<file path="config.mk">
export PLATFORM = sky130hd
export DESIGN_NAME = coin_acceptor
export DESIGN_NICKNAME = d
export VERILOG_FILES = /design/src/rtl/vending_pkg.sv /design/src/rtl/sync_ff.sv /design/src/rtl/coin_acceptor.sv
export SDC_FILE = /design/constraint.sdc
export NUM_CORES = 1
export LEC_CHECK = 0
export CAP_MARGIN = 10
export CORE_MARGIN = 10
export CORE_UTILIZATION = 28
export DETAILED_ROUTE_END_ITERATION = 10
export SLEW_MARGIN = 25
export SYNTH_ARGS = -nofsm -noshare
export SYNTH_HDL_FRONTEND = slang
export SYNTH_SLANG_ARGS = --single-unit
</file>
<file path="constraint.sdc">
create_clock -name clk -period 4.9 [get_ports clk]
set_clock_uncertainty 0.2 [all_clocks]
set_input_delay 0.49 -clock clk [delete_from_list [all_inputs] [get_ports clk]]
set_output_delay 0.49 -clock clk [all_outputs]
set_load 0.01 [all_outputs]
</file>
<file path="src/rtl/vending_pkg.sv">
// Shared types and default tuning constants for the vending machine front-end.
package vending_pkg;

  typedef enum logic [1:0] {
    IDLE    = 2'd0,
    MEASURE = 2'd1,
    JAM     = 2'd2,
    LOCKOUT = 2'd3
  } coin_state_t;

  localparam int COIN_MIN_W       = 4;
  localparam int COIN_MAX_W       = 16;
  localparam int COIN_GAP         = 8;
  localparam int COIN_SYNC_STAGES = 2;

endpackage

</file>
<file path="src/rtl/sync_ff.sv">
// Single-bit synchroniser chain of configurable depth for an asynchronous input.
module sync_ff #(
  parameter int STAGES = 2
) (
  input  logic clk,
  input  logic rst,
  input  logic d,
  output logic q
);

  logic [STAGES-1:0] chain;

  always_ff @(posedge clk) begin
    if (rst) begin
      chain <= '0;
    end else begin
      chain <= {chain[STAGES-2:0], d};
    end
  end

  assign q = chain[STAGES-1];

endmodule

</file>
<file path="src/rtl/coin_acceptor.sv">
// Coin sensor front-end: measures each synchronised sensor pulse and issues one
// accept or reject pulse per coin event, with jam detection and a bounce lockout.
module coin_acceptor
  import vending_pkg::*;
#(
  parameter int SYNC_STAGES = COIN_SYNC_STAGES,
  parameter int MIN_W       = COIN_MIN_W,
  parameter int MAX_W       = COIN_MAX_W,
  parameter int GAP         = COIN_GAP
) (
  input  logic       clk,
  input  logic       rst,
  input  logic       coin_sense,
  input  logic       enable,
  output logic       coin_in,
  output logic       coin_reject,
  output logic       jam,
  output logic       busy,
  output logic [7:0] accept_count
);

  localparam int WW = $clog2(MAX_W + 1);
  localparam int GW = $clog2(GAP + 1);
  localparam logic [WW-1:0] MIN_WV = WW'(MIN_W);
  localparam logic [WW-1:0] MAX_WV = WW'(MAX_W);
  localparam logic [GW-1:0] GAP_V  = GW'(GAP);

  logic          s;
  logic          en_q;
  logic [WW-1:0] width;
  logic [GW-1:0] gap;
  coin_state_t   state;

  sync_ff #(.STAGES(SYNC_STAGES)) u_sync (
    .clk (clk),
    .rst (rst),
    .d   (coin_sense),
    .q   (s)
  );

  // enable is latched once at pulse onset so a change mid-coin cannot flip the verdict
  always_ff @(posedge clk) begin
    if (rst) begin
      state        <= IDLE;
      width        <= '0;
      gap          <= '0;
      en_q         <= 1'b0;
      coin_in      <= 1'b0;
      coin_reject  <= 1'b0;
      jam          <= 1'b0;
      busy         <= 1'b0;
      accept_count <= '0;
    end else begin
      coin_in     <= 1'b0;
      coin_reject <= 1'b0;
      case (state)
        IDLE: begin
          if (s) begin
            state <= MEASURE;
            width <= WW'(1);
            en_q  <= enable;
            busy  <= 1'b1;
          end
        end
        MEASURE: begin
          if (s) begin
            if (width < MAX_WV) begin
              width <= width + 1'b1;
            end else begin
              coin_reject <= 1'b1;
              jam         <= 1'b1;
              state       <= JAM;
            end
          end else begin
            if (en_q && (width >= MIN_WV) && (width <= MAX_WV)) begin
              coin_in      <= 1'b1;
              accept_count <= accept_count + 8'd1;
            end else begin
              coin_reject <= 1'b1;
            end
            state <= LOCKOUT;
            gap   <= GAP_V;
          end
        end
        JAM: begin
          if (!s) begin
            jam   <= 1'b0;
            state <= LOCKOUT;
            gap   <= GAP_V;
          end
        end
        LOCKOUT: begin
          gap <= gap - 1'b1;
          if (gap == GW'(1)) begin
            state <= IDLE;
            busy  <= 1'b0;
          end
        end
        default: begin
          state <= IDLE;
          busy  <= 1'b0;
        end
      endcase
    end
  end

endmodule

</file>
==> results of run 1 <==
-- stage by stage --
step / power, mW / area (um2) / setup slack [ns] / hold slack [ns] / instances
CTS: 0.614 / 1640 / 2.54 / 0.256 / 242
global route: 0.643 / 1640 / 2.35 / 0.275 / 242
floorplan: 0.391 / 1390 / 2.91 / 0.214 / 164
global placement: 0.430 / 1570 / 2.63 / 0.222 / 238
finish: 0.606 / 1640 / 2.54 / 0.250 / 242
detailed placement: 0.429 / 1570 / 2.56 / 0.230 / 238
-- power groups by stage --
stage / sequential, mW / combinational [mW] / clock (mW)
after floorplan: 0.253 / 0.138 / 0
after global placement: 0.258 / 0.172 / 0
after detailed placement: 0.258 / 0.171 / 0
after CTS: 0.253 / 0.172 / 0.189
after global routing: 0.257 / 0.191 / 0.194
final: 0.253 / 0.172 / 0.181
-- worst register-to-register path, stage by stage (launching register included) --
cell and delay [ns]:
dfxtp_1 0.41, inv_1 0.11, ha_1 0.35, nor4b_4 0.27, a2bb2oi_2 0.19, nor4_1 0.37
mux2_2 0.37
-- area by class of cell --
cell class | instances | area, um2 | share of cell area (%)
timing repair buffer | 15 | 150 | 9.15
sequential | 26 | 520 | 31.7
clock buffer | 3 | 41.3 | 2.52
clock inverter | 1 | 30.0 | 1.83
tap | 67 | 83.8 | 5.11
multi-input combinational | 121 | 782 | 47.6
inverter | 9 | 33.8 | 2.06
-- kinds of logic (layout without fill, tap and decap cells) --
kind of cell / count (synthesis) / count (layout) / synth area share (%)
and+or+nand+nor: 59 / 59 / 23.9
DFF: 26 / 26 / 37.5
buffers and inverters: 17 / 28 / 6.05
muxes: 2 / 2 / 1.53
AOI/OAI and AO/OA: 48 / 48 / 20.9
adders and majority gates: 9 / 9 / 8.12
xor gates and xnor gates: 3 / 3 / 1.90
-- sequential cells by signal, indices dropped and copies added, names as in the netlist --
| name | cells |
|---|---|
| accept_count | 8 |
| width | 5 |
| gap | 4 |
| state | 2 |
| u_sync.chain | 2 |
| busy | 1 |
| coin_in | 1 |
| coin_reject | 1 |
| en_q | 1 |
| jam | 1 |
-- cell usage after synthesis, drive strengths merged (2+ instances only) --
cell,instances,share of area (%)
a21o,2,1.1
a21oi,15,5.4
a221oi,3,1.9
a31oi,2,0.90
buf,4,2.5
clkbuf,4,1.1
dfxtp,26,38
ha,9,8.1
inv,9,2.4
nand2,12,3.2
nand2b,4,1.8
nand3,7,2.5
nor2,12,3.2
nor2b,8,3.6
nor3,2,0.72
o21ai,16,5.8
o22ai,2,0.90
o31ai,2,1.1
or2,2,0.90
or3,5,2.3
xnor2,2,1.3
-- worst max-delay path by stage --
stage	endpoint	slack (ns)	cells after the start
floorplan	accept_count[7]	2.91	7
global placement	accept_count[7]	2.63	6
detailed placement	accept_count[7]	2.56	6
CTS	accept_count[7]	2.54	6
global route	accept_count[7]	2.35	6
finish	accept_count[7]	2.54	6
-- cell usage in the layout, fill, tap and decap left out --
cell type and instances:
a22oi_1 1, mux2_2 1, nand2b_1 4, ha_1 9, clkdlybuf4s50_1 15, mux2i_1 1, nand3_1 7, xor2_1 1
inv_1 9, xnor2_1 2, nor4b_4 1, o21ai_0 16, and3b_1 1, o31a_1 1, a21o_1 2, a221oi_1 3
nor4_1 1, clkbuf_8 3, nand4bb_1 1, a211oi_1 1, nand3b_1 1, a2bb2oi_2 1, dfxtp_1 26, o31ai_1 2
or3_1 5, bufinv_16 1, o21bai_1 1, nor3_1 2, a21oi_1 15, or4_1 1, o211ai_1 1, or2_2 2
a31oi_1 2, o22ai_1 2, nor2b_1 8, nor2_1 12, and4bb_1 1, nand2_1 12
-- metal layers --
metal  share of wire, %  global-route usage [%]
met1                 48                    7.84
met2                 46                    11.0
met3                5.1                    3.08
met4               0.76                    1.59
met5                  0                       0
==> run summary, run 1 <==
The run finished with clean final reports. The tools report the number of global-route vias before repair as 1017. The area growth from synthesis to layout is 18.4%. For the final routed database, the setup TNS stands at 0 ns.

The vias per cell works out to 4.71. The total congestion overflow is 0, and the number of library cell types mapped by synthesis is 39. The worst register-to-register path begins at state[1]. The clock drives 26 sinks.

The master of the slowest instance on the critical path is dfxtp_1. The final-report setup violation count was 0; the port buffer count was 15. The first TritonRoute pass finished after 4 iterations. The critical path is of the reg2reg type. In the synthesized netlist the dominant register cell turns out to be dfxtp_1. Setup repair after global routing left no endpoint under its margin. Walking the worst path, the cells encountered are inv_1 -> ha_1 -> nor4b_4 -> a2bb2oi_2 -> nor4_1 -> mux2_2.

The overall global routing resource usage is 6.75%. The fraction of final layout cells sized beyond drive strength 1 is 5.14%. Mean instance size in the synthesized netlist: 8.45 um2. In this run the power density over the cells is 369 nW/um2. The worst hold path terminates at u_sync.chain[1]. The internal power of the cells totals 0.414 mW. Measured along the x axis, the die boundary spans 90.4 um. The first routing iteration left 59 violations.

IR analysis of the VDD net gives a maximum drop of 0.153 mV. The cts-stage hold buffer count came out at 0. Row generation in the floorplan step produced 25 rows. The routed length per instance was 11.4 um; the final period demand of the worst path was 2.36 ns. Of the available clock period, the critical path in the final layout requires 48.2%. The startpoint identified for the worst hold timing path is u_sync.chain[0].

For the area of the mapped netlist, the log shows 1390 um2. The cell depth of the worst flop-to-flop path is 6, and the first-pass GRT wire length is 4730 um. Detailed routing inserted a total of 1140 vias.

Summed over all cells, the static leakage comes to 0.560 nW. The tools report the total of cells resized after clock tree synthesis as 0. STA classifies the critical path endpoint as a register. The count of flip-flops with a built-in enable after synthesis is 0, and the weighted congestion reported at the end of routability-driven placement is 0.723. The sequential area share after synthesis is 37.5%. The sum of net half-perimeters after detailed placement is 2000 um, and the proportion of total power due to net switching is 31.6%. Buffers inserted during clock tree synthesis total 3. At the end of the flow the core is filled with cells to 34.5%. Of the total power, combinational logic draws 28.4%. The later pin in the worst-skew pair is clocked with a latency of 0.27 ns. Post-CTS timing repair inserted 0 buffers for setup.

The initial cell density of the core came out at 29.2%. The die extent in y works out to 90.4 um. The switching power total was 0.192 mW; the portion of total power attributed to sequential cells was 41.7%.

The maximum frequency from static timing analysis was 0.423 GHz; the core footprint was 4750 um2. The total of max-cap violations was 0; the maximum level of the CTS H-tree was 1. The run gives 0 as the final antenna-violating net count. The endpoint of the worst register-to-register path is accept_count[7]. The buffers plus inverters on the worst setup path works out to 1. For the number of hold violations in the final report, the log shows 0.

In this run the count of I/O pins placed on the die edge is 16. When the netlist entered floorplanning its net count stood at 177. The initial antenna violation count was 0. For this run, asynchronously set or reset flops after synthesis account for 0%. The Yosys step of the flow raised 0 warnings. The run gives 0 as the max-slew violation total from the final report.

In this run the deepest clock path goes through 2 buffers. Of all nets on the critical path, the largest fanout is 14. STA classifies the critical path startpoint as a register.

Entering global routing, the biggest net connects 26 pins. The layout has 523 filler cells. For this run, design rule violations remaining after detail routing come to 0. The run gives 29.9% as the clock network fraction of design power.

The repair_antennas step left the layout with diodes totalling 0. In this run the worst hold path is classified as reg2reg. TritonCTS built the clock tree.

The highest cell delay on the worst timing path was 0.41 ns; the number of cells on the worst hold path was 1. The slew at the pin closest to its max-slew limit is 0.907 ns. After technology mapping, the gate count stands at 164. The critical path data arrival time was 2.33 ns; the relative max-transition margin was 39.4%.

The cell sitting at the root of the clock tree is a clkbuf_8. The kind of cell with the highest combined delay along the critical path is simple AND/OR/NAND/NOR gates. The post-layout net count was 189; the post-synthesis register bit count was 26. The run gives 4.87 ns as the data required time at the worst endpoint. Overall die area: 8170 um2. The tools report the startpoint of the worst setup timing path as state[1]. The clock input transition at the sequential cells of the worst setup and hold paths was 0.10 ns.

For the register-to-register setup slack, the log shows 2.54 ns. Wires add up to 2770 um.
Power figures use the tool's default switching activity.
==> inputs of run 2 (changes only) <==
==> constraint.sdc (replaced) <==
create_clock -name clk -period 2.1 [get_ports clk]
set_clock_uncertainty 0.2 [all_clocks]
set_input_delay 0.21 -clock clk [delete_from_list [all_inputs] [get_ports clk]]
set_output_delay 0.21 -clock clk [all_outputs]
set_load 0.01 [all_outputs]
==> run 2 against run 1 <==
Clock power rose by 130%. Critical endpoint unchanged. Via count increased by 3.5%. Final cell count up 2.9%. Sequential power is 130% higher. Register-to-register slack lost 2.3 ns. Sequential share of layout area is 0.98 points lower. Flip-flop and latch count is the same. Core utilization rose by 1.1 points.
==> run summary, run 2 (synthesized netlist as in run 1, its figures left out) <==
Summed over all cells, the static leakage comes to 0.595 nW. Measured along the y axis, the die boundary spans 90.4 um. The register with the most flip-flops in the layout has 8 of them. Input and output buffers added on the ports amount to 15.

Setup violations remaining at the end of the flow were counted as 0. The post-placement cell count was 245; the number of buffers between clock root and the deepest sink was 2. The final period utilization is 90.5%. The number of hold violations in the final report was 0; the DRC violation total after the first TritonRoute iteration was 85. The first global-routing pass estimated 5130 um of wire.

The sink count of the clock tree came out at 26. The root buffer cell chosen for the clock tree is clkbuf_8. The routed layout has 1180 vias.

At the end of the flow, the number of nets in the layout was 196. The run gives 1090 as the number of global-route vias before repair. TritonCTS built the clock tree. The data required time at the worst endpoint was 2.07 ns; the area taken by flip-flops and latches was 520 um2.

After detailed routing, the total wire length is 2930 um. Setup repair after global routing left no endpoint under its margin. The run gives 0 as the final antenna-violating net count. The worst setup path is of the reg2reg kind. Once the floorplan was initialized, standard cells occupied 29.2% of the core.

Hold repair after CTS inserted 0 buffers. Static timing analysis puts the maximum clock frequency at 0.526 GHz. For this run, design rule violations remaining after detail routing come to 0. Clock latency on the worst-skew pair, taken at its later pin, is 0.28 ns. The routed length per instance is 11.8 um.

The total negative slack for setup checks is 0 ns, and the maximum vdd ir drop is 0.434 mV. The die covers 8170 um2. The endpoint identified for the worst register-to-register timing path is accept_count[7].

The maximum level of the CTS H-tree was 1; the overall global routing resource usage was 7.30%. The core footprint is 4750 um2, and the number of diodes added for antenna fixing is 0. The number of buffers inserted during clock tree synthesis is 3. Ranked by flip-flop count, first place goes to accept_count. For the number of standard cells in the final layout excluding fillers, the log shows 249.

The total congestion overflow is 0, and the total power density per cell area is 853 nW/um2. The number of cells on the worst hold path was 1. The tightest min-delay check is of the reg2reg type.

The worst hold path terminates at u_sync.chain[1]. The initialized floorplan defines 25 standard-cell rows. The area overhead of the layout relative to synthesis was 22.2%. In this run the worst path has a maximum fanout of 4.

The area of placed instances came out at 1620 um2. The most common library cell in the layout ignoring fill and taps was dfxtp_1. The kind of start point of the critical path is a register. Nature of the critical path endpoint: a register. Counting the fill cells in the layout gives 518. The die is 90.4 um wide. The tool flagged a number of max-cap violations equal to 0. In this run the tightest slew margin relative to its limit is 65.4%. In the final layout, the registers with the most flip-flops are accept_count (8), width (5), gap (4).

For the post-CTS setup buffer count, the log shows 0. After clock tree synthesis, the repair step resized 0 gates. Once detailed placement completed, the half-perimeter wirelength came to 2100 um.

In this run the most critical hold path is launched from u_sync.chain[0]. The number of cells on the worst reg-to-reg path is 6. The initial antenna violation count was 0. In the layout the commonest cells are 26 x dfxtp_1, 16 x o21ai_0, 15 x a21oi_1, 15 x clkdlybuf4s50_1. The flow ran to the end, and the final reports show no timing, DRC or antenna violations. Before antenna repair, the detailed router went through 4 iterations. The congestion estimate from routability-driven global placement came to 0.789.

Cells with a size suffix above 1 make up 8.79% of the layout. The tools report the startpoint of the lowest-slack register-to-register path as state[1]. The register-to-register setup slack was 0.20 ns; the final standard cell utilization of the core was 35.6%. At the pin with the least slew margin, the transition time is 0.513 ns. Footprint of the multi-input gates: 782 um2. The tools report the total I/O pin count as 16.

After detailed routing, the number of vias per cell comes to 4.74. The overall power is 1.44 mW, and the post-route standard cell area excluding fillers is 1690 um2. STA puts the critical path data arrival time at 1.87 ns. Max-slew violation total from the final report: 0. The final period demand of the worst path was 1.90 ns; the maximum number of pins on one net before global-route repair was 18. After clock tree synthesis, the clock-pin slew on the worst setup and hold paths is 0.10 ns.
-- run 2: how the worst max path moves through the flow --
| stage | from | end | slack (ns) |
|---|---|---|---|
| 2_1_floorplan | state[1] | accept_count[7] | 0.11 |
| 5_1_grt | state[0] | accept_count[7] | 0.05 |
| 4_1_cts | state[1] | accept_count[7] | 0.18 |
| 3_3_place_gp | state[1] | accept_count[7] | 0.26 |
| 3_5_place_dp | state[1] | accept_count[7] | 0.22 |
| 6_report | state[1] | accept_count[7] | 0.20 |
-- run 2: final cells by class --
class,count,area share (%)
inverter,9,1.99
tap,67,4.95
clock inverter,1,1.77
sequential,26,30.7
multi-input combinational,121,46.2
clock buffer,3,2.44
timing repair buffer,22,12.0
-- run 2: where the power goes --
group	leakage, nW	switching [mW]	internal, mW	total (mW)
logic	0.349	0.253	0.193	0.445
clock network	0.0357	0.168	0.255	0.423
registers	0.211	0.0375	0.539	0.576
-- run 2: worst max-delay path, cell delays in order (launching register included) --
cell       delay, ns
dfxtp_1         0.32
inv_1           0.07
ha_1            0.19
nor4b_4         0.21
a2bb2oi_2       0.10
nor4_1          0.32
mux2_2          0.38
-- run 2: per-stage QoR --
step,setup WS [ns],hold slack [ns]
floorplan,0.112,0.0816
global placement,0.259,0.228
detailed placement,0.222,0.221
CTS,0.179,0.247
global route,0.0524,0.277
finish,0.199,0.246
-- run 2: per-layer routing --
metal	global-route usage, %	part of all wire, %	vias up
met5	0	0	-
met4	1.59	0.48	0
met3	2.74	5.9	2
met2	11.9	45	23
met1	8.91	48	544
li1	-	-	611
==> inputs of run 3 (changes only) <==
--- a/config.mk
+++ b/config.mk
@@ -5,8 +5,9 @@
 export SDC_FILE = /design/constraint.sdc
 export NUM_CORES = 1
 export LEC_CHECK = 0
+export ABC_AREA = 0
 export CAP_MARGIN = 10
-export CORE_MARGIN = 10
+export CORE_MARGIN = 5
 export CORE_UTILIZATION = 28
 export DETAILED_ROUTE_END_ITERATION = 10
 export SLEW_MARGIN = 25
==> run 3 against run 2 <==
Register-to-register slack worse by 0.03 ns. Highest routed layer unchanged. Critical path type unchanged. Critical path depth is 1 lower. Wire length is 2.3% lower. Final cell count is 0.80% higher. First-iteration DRC count is 21% lower. Clock-buffer cell count stayed put. Power is 0.10% higher. Largest cell class unchanged. Combinational power is 1% higher. Hold slack better by 0.0059 ns. Worst setup slack worse by 0.025 ns.
==> run summary, run 3 (synthesized netlist as in run 1, its figures left out) <==
The final period demand of the worst path works out to 1.93 ns. The most common library cell in the layout ignoring fill and taps was dfxtp_1. The HPWL after detailed placement is 2060 um. Nature of the critical path endpoint: a register. TritonCTS built the clock tree. The top cell types in the final layout, fill and taps aside, are 26 x dfxtp_1, 16 x o21ai_0, 15 x a21oi_1, 15 x clkdlybuf4s50_1. The number of rows in the core area is 25, and the routed length per instance is 11.4 um.

Kind of start point of the critical path: a register. The tools report the relative max-transition margin as 68.2%. The number of hold violations in the final report came out at 0. The total I/O pin count was 16. The initial antenna violation count is 0.

The tools report the total of cells resized after clock tree synthesis as 0. Final period utilization: 91.7%. For the pin with the worst max-slew slack, the measured transition is 0.472 ns. 0 antenna diodes ended up in the layout. The library cell used as clock root buffer is clkbuf_8. For this run, the post-layout net count is 198.

After filler insertion, the fill cell instance count of the layout stands at 518. The weighted congestion reported at the end of routability-driven placement is 0.762, and the vias per cell is 4.69. The largest registers in the layout are accept_count (8), width (5), gap (4). In the final layout, the share of cells above drive strength 1 is 9.78%. The number of flip-flops in the largest register was 8; the critical path data arrival time was 1.90 ns. The run gives 0 as the cts-stage hold buffer count.

The die is 80.4 um wide. The run gives 9.52% as the overall global routing resource usage. The pre-antenna-repair detailed-routing pass consisted of 4 iterations.

Dividing total power by cell area gives a power density of 846 nW/um2. The run gives 0 ns as the total negative slack for setup checks. The logs give 4750 um2 for the core footprint and 2 for the number of buffers between clock root and the deepest sink.

accept_count holds more flip-flops than any other register. The highest cell delay on the worst timing path is 0.37 ns, and the number of vias after detailed routing is 1176. Once detail routing completed, the nets flagged for antenna violations numbered 0.

The detailed router finished its first iteration with 67 violations. Clock-pin slew was measured on the worst setup and hold paths at 0.10 ns. The critical path contains buffers and inverters numbering 0 combined.

Counting the buffers created by CTS gives 3. STA puts the critical path data required time at 2.08 ns. Setup repair after global routing left no endpoint under its margin. At the later pin of the worst-skew pair, clock insertion delay measures 0.28 ns. The area overhead of the layout relative to synthesis was 23.3%.

Summed over all cells, the static leakage comes to 0.606 nW. Static timing analysis puts the maximum clock frequency at 0.519 GHz. Across the run, the number of max-cap violations was 0. Walking the worst path, the cells encountered are ha_1 -> nor4b_4 -> a2bb2oi_2 -> nor4_1 -> mux2_2. The run gives 1 as the maximum level of the CTS H-tree.

The master of the slowest instance on the critical path is dfxtp_1. The maximum vdd ir drop was 0.429 mV; the overall routed net length was 2860 um. The tools report the maximum number of pins on one net before global-route repair as 16.

The run gives 0 as the number of remaining DRC errors. The first global-routing pass estimated 4880 um of wire. The cell family contributing the most delay on the critical path is simple AND/OR/NAND/NOR gates. After clock tree synthesis, the setup repair step added 0 buffers. The run finished with clean final reports.

The class of the most critical hold timing path was reg2reg. The logs give 0 for the final-report setup violation count and 6460 um2 for the overall die area. The total congestion overflow is 0, and the max-slew violation total from the final report is 0. The worst setup path is of the reg2reg kind. In this run the worst path has a maximum fanout of 8. The number of global-route vias before repair is 1041, and the sink count of the clock tree is 26.

Once the floorplan was initialized, standard cells occupied 29.2% of the core. On the final layout, the worst hold slack is 0.252 ns. During placement, the flow inserted port buffers numbering 15. The die extent in y was 80.4 um.
run 3: routing by layer:
metal  up-vias  part of all wire, %  GRT usage [%]
li1        618                    -              -
met5         -                    0              0
met1       537                   51           13.0
met4         0                  1.3           3.38
met3         4                  4.3           3.03
met2        17                   43           13.9
run 3: layout make-up:
cell class	instances	area, um2	area share, %
clock inverter	1	30.0	1.76
tap	67	83.8	4.90
sequential	26	520	30.5
inverter	9	33.8	1.98
multi-input combinational	121	782	45.8
clock buffer	3	41.3	2.42
timing repair buffer	24	218	12.7
run 3: metrics by stage:
| step | worst slack, ns | area, um2 | power (mW) | util (%) | std cells |
|---|---|---|---|---|---|
| final | 0.173 | 1710 | 1.45 | 35.9 | 251 |
| after detailed placement | 0.172 | 1640 | 1.04 | 34.4 | 247 |
| after global routing | 0.0246 | 1710 | 1.55 | 35.9 | 251 |
| after global placement | 0.224 | 1640 | 1.03 | 34.4 | 247 |
| after floorplan | 0.112 | 1390 | 0.913 | - | 164 |
| after CTS | 0.171 | 1710 | 1.47 | 35.9 | 251 |
run 3: worst register-to-register path, cell delays in order (launching register included):
cell and delay, ns:
dfxtp_1 0.37, ha_1 0.21, nor4b_4 0.22, a2bb2oi_2 0.14, nor4_1 0.33, mux2_2 0.37
run 3: power by group:
group / switching, mW / internal [mW] / total [mW]
Clock: 0.164 / 0.255 / 0.419
Sequential: 0.0382 / 0.539 / 0.577
Combinational: 0.255 / 0.195 / 0.450
Total: 0.457 / 0.989 / 1.45
run 3: worst paths after layout:
kind,from,to,slack [ns],depth (start not counted)
max,state[0],accept_count[7],0.17,5
min,u_sync.chain[0],u_sync.chain[1],0.25,1
max reg2reg,state[0],accept_count[7],0.17,5
min reg2reg,u_sync.chain[0],u_sync.chain[1],0.25,1
